`src/rtl/zpu_irq_ctrl_pkg.sv`:
```
// Shared definitions for the ZPU interrupt controller: register map,
// controller state encoding and the priority pick helper.
package zpu_irq_ctrl_pkg;

    localparam logic [1:0] ADDR_ENABLE  = 2'd0;
    localparam logic [1:0] ADDR_PENDING = 2'd1;
    localparam logic [1:0] ADDR_VECBASE = 2'd2;
    localparam logic [1:0] ADDR_STATUS  = 2'd3;

    // Each source owns a 32-byte slot above the vector base.
    localparam int VEC_SHIFT = 5;

    // Edges after reset release needed before the history flops are trustworthy.
    localparam int SETTLE_CYCLES = 3;

    typedef enum logic [1:0] {
        ST_IDLE    = 2'd0,
        ST_REQ     = 2'd1,
        ST_SERVICE = 2'd2
    } irq_state_t;

    // Lowest set bit wins; index 0 is the highest priority.
    function automatic logic [3:0] lowest_set(input logic [15:0] vec);
        logic [3:0] res;
        res = 4'd0;
        for (int i = 15; i >= 0; i--) begin
            if (vec[i]) res = 4'(i);
        end
        return res;
    endfunction

endpackage

```
`src/rtl/zpu_irq_ctrl_edge.sv`:
```
// One interrupt source: two-flop synchronizer plus a history flop.
// rise is high for one cycle when the synchronized level goes 0 -> 1.
module irq_edge_sync
    import zpu_irq_ctrl_pkg::*;
(
    input  logic clk,
    input  logic rst,
    input  logic src,
    output logic rise
);

    logic sync1;
    logic sync2;
    logic hist;

    // Synchronize the asynchronous source and keep one cycle of history.
    always_ff @(posedge clk or negedge rst) begin
        if (!rst) begin
            sync1 <= 1'b0;
            sync2 <= 1'b0;
            hist  <= 1'b0;
        end else begin
            sync1 <= src;
            sync2 <= sync1;
            hist  <= sync2;
        end
    end

    assign rise = sync2 & ~hist;

endmodule

```
`src/rtl/zpu_irq_ctrl.sv`:
```
// ZPU interrupt controller: edge-triggered sources, enable/pending
// registers on a Wishbone slave, and a request/service handshake with the core.
//
//   state      | meaning
//   -----------+-----------------------------------------------------------
//   ST_IDLE    | no request outstanding; picks the best enabled pending source
//   ST_REQ     | cpu_irq high, vector latched, waiting for interrutack
//   ST_SERVICE | core is running the handler, waiting for exitint
module zpu_irq_ctrl
    import zpu_irq_ctrl_pkg::*;
#(
    parameter int NUM_SRC     = 8,
    parameter int pc_bit_size = 25,
    parameter int VEC_RESET   = 32
) (
    input  logic                   clk,
    input  logic                   rst,
    input  logic [NUM_SRC-1:0]     irq_src,
    output logic                   cpu_irq,
    output logic [pc_bit_size-1:0] interuptadr,
    input  logic                   interrutack,
    input  logic                   exitint,
    input  logic [1:0]             wb_adr_s,
    input  logic [31:0]            wb_dat_i,
    output logic [31:0]            wb_dat_o,
    input  logic                   wb_we_s,
    input  logic                   wb_stb_s,
    input  logic                   wb_cyc_s,
    output logic                   wb_ack_s
);

    logic [NUM_SRC-1:0]     rise;
    logic [NUM_SRC-1:0]     enable;
    logic [NUM_SRC-1:0]     pending;
    logic [NUM_SRC-1:0]     pending_nxt;
    logic [NUM_SRC-1:0]     ack_mask;
    logic [pc_bit_size-1:0] vecbase;
    logic [pc_bit_size-1:0] vec_nxt;
    logic [15:0]            req_vec;
    logic [3:0]             idx;
    logic [3:0]             idx_nxt;
    logic [1:0]             settle_cnt;
    logic                   edge_ok;
    logic                   wb_acc;
    logic                   wb_wr;
    logic [31:0]            rd_data;
    logic                   unused_wdat;
    irq_state_t             state;
    irq_state_t             state_nxt;

    for (genvar i = 0; i < NUM_SRC; i++) begin : g_src
        irq_edge_sync u_sync (
            .clk  (clk),
            .rst  (rst),
            .src  (irq_src[i]),
            .rise (rise[i])
        );
    end

    // Mask edges until the history flops hold post-reset samples, so a source
    // already high at release is not taken as a fresh edge.
    always_ff @(posedge clk or negedge rst) begin
        if (!rst) begin
            settle_cnt <= 2'(SETTLE_CYCLES);
        end else if (settle_cnt != 2'd0) begin
            settle_cnt <= settle_cnt - 2'd1;
        end
    end

    assign edge_ok     = (settle_cnt == 2'd0);
    assign wb_acc      = wb_stb_s & wb_cyc_s & ~wb_ack_s;
    assign wb_wr       = wb_acc & wb_we_s;
    assign unused_wdat = ^wb_dat_i;

    // Register read mux; bits beyond each field read as zero.
    always_comb begin
        rd_data = 32'd0;
        case (wb_adr_s)
            ADDR_ENABLE:  rd_data = 32'(enable);
            ADDR_PENDING: rd_data = 32'(pending);
            ADDR_VECBASE: rd_data = 32'(vecbase);
            ADDR_STATUS: begin
                rd_data[0]   = (state == ST_SERVICE);
                rd_data[7:4] = (state != ST_IDLE) ? idx : 4'd0;
            end
            default: rd_data = 32'd0;
        endcase
    end

    // Pending update: clears first, then new edges, so a coincident edge wins.
    always_comb begin
        pending_nxt = pending;
        ack_mask    = NUM_SRC'(1) << idx;
        if (wb_wr && wb_adr_s == ADDR_PENDING) begin
            pending_nxt = pending_nxt & ~wb_dat_i[NUM_SRC-1:0];
        end
        if (state == ST_REQ && interrutack) begin
            pending_nxt = pending_nxt & ~ack_mask;
        end
        pending_nxt = pending_nxt | (rise & {NUM_SRC{edge_ok}});
    end

    // Next-state logic; idx and vector only change when leaving IDLE.
    always_comb begin
        state_nxt = state;
        idx_nxt   = idx;
        vec_nxt   = interuptadr;
        req_vec   = 16'(pending & enable);
        case (state)
            ST_IDLE: begin
                if (req_vec != 16'd0) begin
                    state_nxt = ST_REQ;
                    idx_nxt   = lowest_set(req_vec);
                    vec_nxt   = vecbase + (pc_bit_size'(idx_nxt) << VEC_SHIFT);
                end
            end
            ST_REQ: begin
                if (interrutack) state_nxt = ST_SERVICE;
            end
            ST_SERVICE: begin
                if (exitint) state_nxt = ST_IDLE;
            end
            default: state_nxt = ST_IDLE;
        endcase
    end

    // Controller state, latched request and registered core-side outputs.
    always_ff @(posedge clk or negedge rst) begin
        if (!rst) begin
            state       <= ST_IDLE;
            idx         <= 4'd0;
            interuptadr <= '0;
            cpu_irq     <= 1'b0;
            pending     <= '0;
        end else begin
            state       <= state_nxt;
            idx         <= idx_nxt;
            interuptadr <= vec_nxt;
            cpu_irq     <= (state_nxt == ST_REQ);
            pending     <= pending_nxt;
        end
    end

    // Software-writable registers and the Wishbone response.
    always_ff @(posedge clk or negedge rst) begin
        if (!rst) begin
            enable   <= '0;
            vecbase  <= pc_bit_size'(VEC_RESET);
            wb_ack_s <= 1'b0;
            wb_dat_o <= 32'd0;
        end else begin
            if (wb_wr && wb_adr_s == ADDR_ENABLE)  enable  <= wb_dat_i[NUM_SRC-1:0];
            if (wb_wr && wb_adr_s == ADDR_VECBASE) vecbase <= pc_bit_size'(wb_dat_i);
            wb_ack_s <= wb_acc;
            wb_dat_o <= wb_acc ? rd_data : 32'd0;
        end
    end

endmodule
```
`config.mk`:
```
export PLATFORM = sky130hd
export DESIGN_NAME = zpu_irq_ctrl
export DESIGN_NICKNAME = d
export VERILOG_FILES = /design/src/rtl/zpu_irq_ctrl_pkg.sv /design/src/rtl/zpu_irq_ctrl_edge.sv /design/src/rtl/zpu_irq_ctrl.sv
export SDC_FILE = /design/constraint.sdc
export NUM_CORES = 1
export LEC_CHECK = 0
export ABC_AREA = 1
export CAP_MARGIN = 20
export CORE_MARGIN = 4
export CORE_UTILIZATION = 51
export CTS_CLUSTER_DIAMETER = 100
export CTS_CLUSTER_SIZE = 24
export DETAILED_ROUTE_END_ITERATION = 16
export MAX_ROUTING_LAYER = met4
export PLACE_DENSITY_LB_ADDON = 0.25
export SLEW_MARGIN = 20
export SYNTH_ARGS = -nofsm -noshare
export SYNTH_HDL_FRONTEND = slang
export SYNTH_SLANG_ARGS = --single-unit
export TNS_END_PERCENT = 5
```
`constraint.sdc`:
```
create_clock -name clk -period 2.4 [get_ports clk]
set_input_delay 0.48 -clock clk [delete_from_list [all_inputs] [get_ports clk]]
set_output_delay 0.48 -clock clk [all_outputs]
set_load 0.02 [all_outputs]
```
=== Word level (Yosys, flattened, before mapping) ===
Cells that the tools add are included.

* Word-level logic and storage cells: 111
* Bits of input ports: 49
* Flip-flop bits (word level): 132
* Output and inout bits: 59

* Reductions and logical operators: 11
* Bitwise gates (word level): 27
* Add/subtract/negate cells: 2
* Mux-type cells: 30
* Shift operators: 1
* Equal/unequal tests: 6

{| class="wikitable"
|+ Operator list
! cell !! number
|-
| 4-bit two-way mux || 19
|-
| 8-bit AND || 4
|-
| 32-bit two-way mux || 1
|-
| 25-bit by 9-bit adder with 25-bit output || 1
|-
| 17-bit two-way mux || 1
|-
| 8-bit two-way mux || 2
|-
| 8-bit NOT || 2
|-
| 4-bit one-hot mux with 4 select lines || 1
|-
| 16-bit nonzero test || 1
|-
| 1-bit AND || 11
|-
| 1-bit NOT || 9
|-
| 3-bit one-hot mux with 3 select lines || 1
|-
| 8-bit OR || 1
|-
| 1-bit by 4-bit << shifter with 8-bit output, first input constant || 1
|-
| 2-bit by 1-bit equality test with 1-bit output, second input constant || 3
|-
| 2-bit equality test, second input constant || 3
|-
| 2-bit logical NOT || 3
|-
| 2-bit two-way mux || 3
|-
| 2-bit one-hot mux with 3 select lines || 1
|-
| 1-bit logical AND || 4
|-
| 1-bit one-hot mux with 4 select lines || 1
|-
| 2-bit nonzero test || 2
|-
| 2-bit AND reduction || 1
|-
| 2-bit by 1-bit subtractor with 2-bit output, second input constant || 1
|}

=== Depth between registers and ports, before layout ===
Gate-level depths: netlist (run 1).

* Depth after elaboration: 19
* Depth in mapped cells: 20
* Depth with buffers taken out: 20

=== Cells and area by module ===
From an unflattened synthesis (run 1), not the netlist that was laid out.

* Cells, all modules: 588
* Area total of the unflattened synthesis: 5360.1 µm²

{| class="wikitable"
|+ By module, submodules not included
! module !! cells an instance !! times used !! seq. area each (µm²) !! area each (µm²)
|-
| zpu_irq_ctrl || 548 || 1 || 2506.2 || 4679.5
|-
| irq_edge_sync || 5 || 8 || 75.1 || 85.1
|}

=== Worst setup path after synthesis (run 1) ===
No wires, ideal clock.

* Path type: reg2reg
* Start: reg enable[6]
* End: reg interuptadr[19]
* Data required time: 2.283 ns
* Setup time: 0.117 ns
* Arrival time: 2.054 ns
* Cell stages (with the launch flop): 19
* Clock period less this slack: 2.171 ns
* Setup slack: 0.229 ns
* Buffers on the path: 0
* Path through: dfrtp_1 nand2_1 nand2_1 nand2_1 nand2_1 nand2_1 nand2_1 a21boi_0 ha_1 inv_1 fa_1 inv_1 nand3_1 nand2_1 nand3_1 inv_1 nand3_1 nand3_1 nand2_1

* Cells in the longest elaborated chain, start to end: 11
* Elaborated cells on any way between the ends: 13
* Those cells by class: add/sub: 1; mux: 9; bitwise: 1; reduce/logical: 2

{| class="wikitable"
|+ Ends and longest elaborated chain
! what !! RTL line !! source
|-
| from (decl) || zpu_irq_ctrl.sv:33 || <nowiki>logic [NUM_SRC-1:0] enable;</nowiki>
|-
| from (signal assigned) || zpu_irq_ctrl.sv:152 || <nowiki>if (wb_wr && wb_adr_s == ADDR_ENABLE) enable <= wb_dat_i[NUM_SRC-1:0];</nowiki>
|-
| 8-bit AND * || zpu_irq_ctrl.sv:108 || <nowiki>req_vec = 16'(pending & enable);</nowiki>
|-
| 4-bit two-way mux (7 in a row) || zpu_irq_ctrl_pkg.sv:27 || <nowiki>if (vec[i]) res = 4'(i);</nowiki>
|-
| 4-bit two-way mux || zpu_irq_ctrl.sv:111 || <nowiki>if (req_vec != 16'd0) begin</nowiki>
|-
| 4-bit two-way mux || zpu_irq_ctrl.sv:109 || <nowiki>case (state)</nowiki>
|-
| 25-bit by 9-bit adder with 25-bit output || zpu_irq_ctrl.sv:114 || <nowiki>vec_nxt = vecbase + (pc_bit_size'(idx_nxt) << VEC_SHIFT);</nowiki>
|-
| to (signal assigned) || zpu_irq_ctrl.sv:138 || <nowiki>interuptadr <= vec_nxt;</nowiki>
|-
| to (decl) || zpu_irq_ctrl.sv:20 || <nowiki>output logic [pc_bit_size-1:0] interuptadr,</nowiki>
|}

Mark *: on every way between the ends. The rest lies on a longest branch, timed or not. The select of a mux whose other input is x is not followed.
A chain may end at the register's enable or synchronous reset.

=== Worst setup path after layout (run 1) ===
* Start: reg pending[6]
* End: reg interuptadr[23]

* Cells in the longest elaborated chain, start to end: 11
* Elaborated cells on any way between the ends: 13
* Those cells by class: add/sub: 1; mux: 9; bitwise: 1; reduce/logical: 2

{| class="wikitable"
|+ Ends and longest elaborated chain
! what !! RTL line !! source
|-
| from (decl) || zpu_irq_ctrl.sv:34 || <nowiki>logic [NUM_SRC-1:0] pending;</nowiki>
|-
| from (signal assigned) || zpu_irq_ctrl.sv:140 || <nowiki>pending <= pending_nxt;</nowiki>
|-
| 8-bit AND * || zpu_irq_ctrl.sv:108 ||
|-
| 4-bit two-way mux (7 in a row) || zpu_irq_ctrl_pkg.sv:27 ||
|-
| 4-bit two-way mux || zpu_irq_ctrl.sv:111 ||
|-
| 4-bit two-way mux || zpu_irq_ctrl.sv:109 ||
|-
| 25-bit by 9-bit adder with 25-bit output || zpu_irq_ctrl.sv:114 ||
|}

Marks and branches as above.

==> results of run 1 <==
-- synth_stat cells --
master / instances / area share [%]
sky130_fd_sc_hd__a21boi_0: 1 / 0.14
sky130_fd_sc_hd__a21oi_1: 10 / 0.96
sky130_fd_sc_hd__a21oi_2: 5 / 0.84
sky130_fd_sc_hd__a22oi_1: 3 / 0.43
sky130_fd_sc_hd__a31o_2: 1 / 0.17
sky130_fd_sc_hd__a31oi_1: 3 / 0.36
sky130_fd_sc_hd__buf_2: 3 / 0.29
sky130_fd_sc_hd__buf_4: 9 / 1.3
sky130_fd_sc_hd__buf_6: 4 / 0.86
sky130_fd_sc_hd__clkbuf_1: 7 / 0.50
sky130_fd_sc_hd__clkinv_1: 1 / 0.072
sky130_fd_sc_hd__conb_1: 1 / 0.072
sky130_fd_sc_hd__dfrtp_1: 121 / 58
sky130_fd_sc_hd__dfstp_2: 3 / 1.5
sky130_fd_sc_hd__fa_1: 1 / 0.38
sky130_fd_sc_hd__ha_1: 4 / 0.96
sky130_fd_sc_hd__inv_1: 54 / 3.9
sky130_fd_sc_hd__inv_2: 3 / 0.21
sky130_fd_sc_hd__mux2_4: 2 / 0.57
sky130_fd_sc_hd__nand2_1: 175 / 13
sky130_fd_sc_hd__nand3_1: 25 / 2.4
sky130_fd_sc_hd__nand3_2: 3 / 0.57
sky130_fd_sc_hd__nand3b_1: 4 / 0.57
sky130_fd_sc_hd__nand4_1: 3 / 0.36
sky130_fd_sc_hd__nor2_1: 43 / 3.1
sky130_fd_sc_hd__nor2_2: 1 / 0.12
sky130_fd_sc_hd__nor2_4: 2 / 0.43
sky130_fd_sc_hd__nor3_1: 18 / 1.7
sky130_fd_sc_hd__nor4_1: 1 / 0.12
sky130_fd_sc_hd__o211ai_1: 3 / 0.43
sky130_fd_sc_hd__o21ai_0: 35 / 3.3
sky130_fd_sc_hd__o21ai_1: 7 / 0.67
sky130_fd_sc_hd__o22ai_1: 5 / 0.60
sky130_fd_sc_hd__o31ai_1: 3 / 0.43
sky130_fd_sc_hd__xnor2_1: 1 / 0.17
sky130_fd_sc_hd__xor2_1: 7 / 1.2
-- flip-flops by register name (all words and copies together), names as in the netlist, 3 cells and up --
| name | cells |
|---|---|
| interuptadr | 25 |
| wb_dat_o | 25 |
| g_src.u_sync.hist | 8 |
| enable | 8 |
| g_src.u_sync.sync2 | 8 |
| g_src.u_sync.sync1 | 8 |
| idx | 3 |
| pending | 8 |
| vecbase | 25 |
-- cells in the final DEF, fill, tap and decap left out, types with 4 or more instances in the layout --
master and instances:
sky130_fd_sc_hd__nand2_1 171, sky130_fd_sc_hd__dfrtp_1 121, sky130_fd_sc_hd__clkdlybuf4s50_1 92, sky130_fd_sc_hd__inv_1 51, sky130_fd_sc_hd__nor2_1 40, sky130_fd_sc_hd__o21ai_0 31
sky130_fd_sc_hd__nand3_1 22, sky130_fd_sc_hd__nor3_1 17, sky130_fd_sc_hd__clkbuf_16 16, sky130_fd_sc_hd__buf_4 14, sky130_fd_sc_hd__o21ai_1 10, sky130_fd_sc_hd__a21oi_1 10
sky130_fd_sc_hd__xor2_1 7, sky130_fd_sc_hd__conb_1 7, sky130_fd_sc_hd__inv_2 6, sky130_fd_sc_hd__nand3_2 5, sky130_fd_sc_hd__o22ai_1 5, sky130_fd_sc_hd__a21oi_2 5
sky130_fd_sc_hd__inv_6 5, sky130_fd_sc_hd__nand3b_1 4, sky130_fd_sc_hd__clkinvlp_4 4
-- cells by family after synthesis --
kind of cell / count (synthesis)
xor gates and xnor gates: 8
other: 1
AOI/OAI and AO/OA: 76
adders and majority gates: 5
DFF: 124
buffers and inverters: 81
and+or+nand+nor: 275
muxes: 2
-- repair_timing --
item	4_1_cts	5_1_grt
endpoints found under the setup margin	8	13
hold endpoints to repair	37	0
hold buffers	1	0
resized for setup	14	12
pin swaps	3	3
-- layout make-up --
type                       instances  area share (%)
clock buffer                      17           5.923
sequential                       124           44.43
clock inverter                    15           2.309
multi-input combinational        373           26.45
tap                              133           2.380
inverter                          58           3.114
timing repair buffer             109           15.39
-- worst max path at each step --
stage                          start               to  slack, ns
final                     pending[6]  interuptadr[23]       0.04
after global routing      pending[7]  interuptadr[23]      -0.16
after CTS                 pending[6]  interuptadr[23]     -0.002
after detailed placement  pending[6]  interuptadr[19]      -0.16
after global placement    pending[7]  interuptadr[19]      -0.07
after floorplan            enable[6]  interuptadr[19]       0.23
-- routing by layer --
layer  share of wire (%)  global-route usage [%]  vias up  routed length (um)
met5                   0                       -        -                   0
met1                  43                   33.44     2076                5715
li1                    -                       -     2041                   -
met3                 6.6                   5.578       18                 865
met2                  49                   38.80      164                6451
met4                 1.1                   5.432        0                 142
-- where the power goes --
part           internal (mW)  leakage (nW)  switching, mW  total, mW
registers               2.54          1.49          0.369       2.91
clock network           1.49         0.272          0.981       2.47
logic                  0.946          1.56           1.42       2.36
total                   4.98          3.33           2.77       7.74
==> report_table.html, run 1 <==
<table>
<tr><th>Metric</th><th>Value</th></tr>
<tr><th colspan="2">Setup path</th></tr>
<tr><td>Chain of cells forming the critical path</td><td>nand2_1 -&gt; nand2_1 -&gt; nand2_1 -&gt; nand2_1 -&gt; nand2_1 -&gt; nand2_2 -&gt; a21boi_2 -&gt; ha_2 -&gt; inv_2 -&gt; fa_2 -&gt; inv_2 -&gt; nand3_2 -&gt; nand2_4 -&gt; nand3_4 -&gt; nor2_2 -&gt; nand2_1 -&gt; nand3_1 -&gt; nand2_1</td></tr>
<tr><td>Worst endpoint data arrival time</td><td>2.75 ns</td></tr>
<tr><td>Most frequent cell on the critical path</td><td>sky130_fd_sc_hd__nand2_1</td></tr>
<tr><td>R2r setup slk</td><td>0.04 ns</td></tr>
<tr><td>Worst Setup Path Type</td><td>reg -&gt; reg</td></tr>
<tr><td>Maximum single-stage delay on the critical path</td><td>0.42 ns</td></tr>
<tr><td>Depth of the worst register-to-register path</td><td>18</td></tr>
<tr><td>Number of cells on the critical path</td><td>18</td></tr>
<tr><td>Startpoint class of the critical path</td><td>flop</td></tr>
<tr><td>Buffers plus inverters on the worst setup path</td><td>2</td></tr>
<tr><td>Critical Path RT</td><td>2.80 ns</td></tr>
<tr><td>Maximum fanout along the worst path</td><td>4</td></tr>
<tr><td>Capturing point of the worst reg2reg path</td><td>interuptadr[23]</td></tr>
<tr><td>Worst Setup End Kind</td><td>flop</td></tr>
<tr><td>Beginning of the worst register-to-register path</td><td>pending[6]</td></tr>
<tr><td>Kind of cell adding the most delay to the critical path</td><td>simple AND/OR/NAND/NOR gates</td></tr>
<tr><td>Cell with the largest stage delay on the worst path</td><td>sky130_fd_sc_hd__dfrtp_1</td></tr>
<tr><th colspan="2">Detailed routing</th></tr>
<tr><td>Detailed Route Iter0 Violations</td><td>289</td></tr>
<tr><td># DRC</td><td>0</td></tr>
<tr><td>First-pass DRT Iterations</td><td>6</td></tr>
<tr><td>Detailed-route wire length per cell</td><td>15.89 um</td></tr>
<tr><td>Routed via count</td><td>4299</td></tr>
<tr><td>Remaining number of nets flagged by the antenna check after routing</td><td>0</td></tr>
<tr><td>Final Routed Wirelength</td><td>13170 um</td></tr>
<tr><td>Vias/cell</td><td>5.186</td></tr>
<tr><th colspan="2">Worst hold path</th></tr>
<tr><td>Start point of the worst hold path</td><td>g_src[3].u_sync.sync1</td></tr>
<tr><td>Hold Path Depth</td><td>0</td></tr>
<tr><td>Worst min-delay path class</td><td>reg -&gt; reg</td></tr>
<tr><td>Hold worst-path end</td><td>g_src[3].u_sync.sync2</td></tr>
<tr><th colspan="2">Logic synthesis</th></tr>
<tr><td>Fraction of the mapped netlist area in simple logic gates</td><td>21.91%</td></tr>
<tr><td>Number of warnings issued by yosys</td><td>0</td></tr>
<tr><td>Largest family of logic cells by synthesized area</td><td>simple AND/OR/NAND/NOR gates</td></tr>
<tr><td>Part of the Yosys area used for sequential elements</td><td>59.32%</td></tr>
<tr><td>Gate count of the mapped netlist</td><td>572</td></tr>
<tr><td>Multiplexer area fraction after synthesis</td><td>0.5733%</td></tr>
<tr><td>Post-synthesis instance area</td><td>5238 um2</td></tr>
<tr><td>Parity-gate share of the synthesized area counting xor and xnor cells</td><td>1.338%</td></tr>
<tr><td>Distinct cell type count of the synthesized netlist</td><td>36</td></tr>
<tr><td>Area fraction in compound gates after synthesis</td><td>8.361%</td></tr>
<tr><td>Flip-flop and latch count after synthesis</td><td>124</td></tr>
<tr><td>Fraction of the mapped netlist area in adder cells</td><td>1.338%</td></tr>
<tr><td>Post-synthesis area per instance</td><td>9.157 um2</td></tr>
<tr><th colspan="2">Clocking</th></tr>
<tr><td>Number of buffers created by CTS</td><td>17</td></tr>
<tr><td>Latest clock arrival within the worst-skew pair</td><td>0.52 ns</td></tr>
<tr><td>CTS max path bufs</td><td>2</td></tr>
<tr><td>Clock Tree Root</td><td>sky130_fd_sc_hd__clkbuf_8</td></tr>
<tr><td>Number of sinks driven by the clock tree</td><td>124</td></tr>
<tr><td>TritonCTS clock tree</td><td>built</td></tr>
<tr><td>Number of post-CTS setup repair buffers</td><td>0</td></tr>
<tr><td>Max H-tree Level</td><td>4</td></tr>
<tr><td>Clock-pin slew on the worst setup and hold paths</td><td>0.06 ns</td></tr>
<tr><th colspan="2">STA</th></tr>
<tr><td>Unrepaired setup endpoints after global routing</td><td>true</td></tr>
<tr><td>Clock Skew</td><td>0.01170 ns</td></tr>
<tr><td>Minimum clock period</td><td>2.356 ns</td></tr>
<tr><td>Maximum clock frequency</td><td>424.4 MHz</td></tr>
<tr><td>Count of pins over their slew limit</td><td>0</td></tr>
<tr><td>Final setup margin</td><td>0.04358 ns</td></tr>
<tr><td>Measured slew at the worst slew-check pin</td><td>0.7774 ns</td></tr>
<tr><td>Post-route worst hold slack</td><td>0.3473 ns</td></tr>
<tr><td>Sum of negative setup slack</td><td>0 ns</td></tr>
<tr><td>Final-report setup violation count</td><td>0</td></tr>
<tr><td>Final hold violation count</td><td>0</td></tr>
<tr><td>Final Cycle Share</td><td>98.18%</td></tr>
<tr><td>Slew margin rel.</td><td>48.11%</td></tr>
<tr><th colspan="2">Final layout</th></tr>
<tr><td>Proportion of layout cells with a drive suffix above 1</td><td>12.36%</td></tr>
<tr><td>Filler-free cell count of the finished design</td><td>829</td></tr>
<tr><td>Final Core Density</td><td>70.56%</td></tr>
<tr><td>Area of the multi-input gates</td><td>1849 um2</td></tr>
<tr><td>Storage element area</td><td>3107 um2</td></tr>
<tr><td>FILL cells</td><td>799</td></tr>
<tr><td>Post-route design area</td><td>6992 um2</td></tr>
<tr><td>Final Net Count</td><td>737</td></tr>
<tr><td>Antenna cell count</td><td>0</td></tr>
<tr><td>Post-synthesis to final-layout area growth</td><td>33.49%</td></tr>
<tr><th colspan="2">Pwr</th></tr>
<tr><td>Maximum ir drop on the vdd rail</td><td>0.6966 mV</td></tr>
<tr><td>Total power of the final layout</td><td>7.743 mW</td></tr>
<tr><td>Power density of the placed cells</td><td>1108 nW/um2</td></tr>
<tr><td>Leakage component of the power</td><td>3.328 nW</td></tr>
<tr><th colspan="2">Placement</th></tr>
<tr><td>Dpl ws</td><td>-0.1581 ns</td></tr>
<tr><td>Number of input and output port buffers inserted</td><td>93</td></tr>
<tr><td>DPL Wire Length</td><td>9020 um</td></tr>
<tr><td>Routability cong.</td><td>0.8712</td></tr>
<tr><td>Cell Area, Placed</td><td>6339 um2</td></tr>
<tr><td>Placed cell count</td><td>796</td></tr>
<tr><th colspan="2">Floorplanning</th></tr>
<tr><td>Chip Height</td><td>109.3 um</td></tr>
<tr><td>Width of the die</td><td>109.3 um</td></tr>
<tr><td>Total die area</td><td>11960 um2</td></tr>
<tr><td>Starting Density</td><td>52.85%</td></tr>
<tr><td>Num ports</td><td>108</td></tr>
<tr><td>Core Rows</td><td>36</td></tr>
<tr><td>Area of the placeable core</td><td>9910 um2</td></tr>
<tr><th colspan="2">Global route</th></tr>
<tr><td>Largest net degree at the start of global routing</td><td>46</td></tr>
<tr><td>Total global routing track utilization</td><td>24.74%</td></tr>
<tr><td>Initial antenna violation count</td><td>0</td></tr>
<tr><td>Global-route congestion overflow total</td><td>0</td></tr>
<tr><td>Number of global-route vias before repair</td><td>4381</td></tr>
<tr><td>First-pass GRT wire length</td><td>21910 um</td></tr>
<tr><th colspan="2">Run status</th></tr>
<tr><td>Result of the run</td><td>finished clean</td></tr>
<tr><th colspan="2">Flow run</th></tr>
<tr><td>Max-cap viol count</td><td>0</td></tr>
</table>
No activity file was read; power rests on OpenSTA's default activity.
==> run 2, diff against run 1 <==
--- a/config.mk
+++ b/config.mk
@@ -6,7 +6,7 @@
 export NUM_CORES = 1
 export LEC_CHECK = 0
 export ABC_AREA = 1
-export CAP_MARGIN = 20
+export CAP_MARGIN = 5
 export CORE_MARGIN = 4
 export CORE_UTILIZATION = 51
 export CTS_CLUSTER_DIAMETER = 100
==> results of run 2 <==
The final DEF is identical to that of run 1; final timing and power are the same.
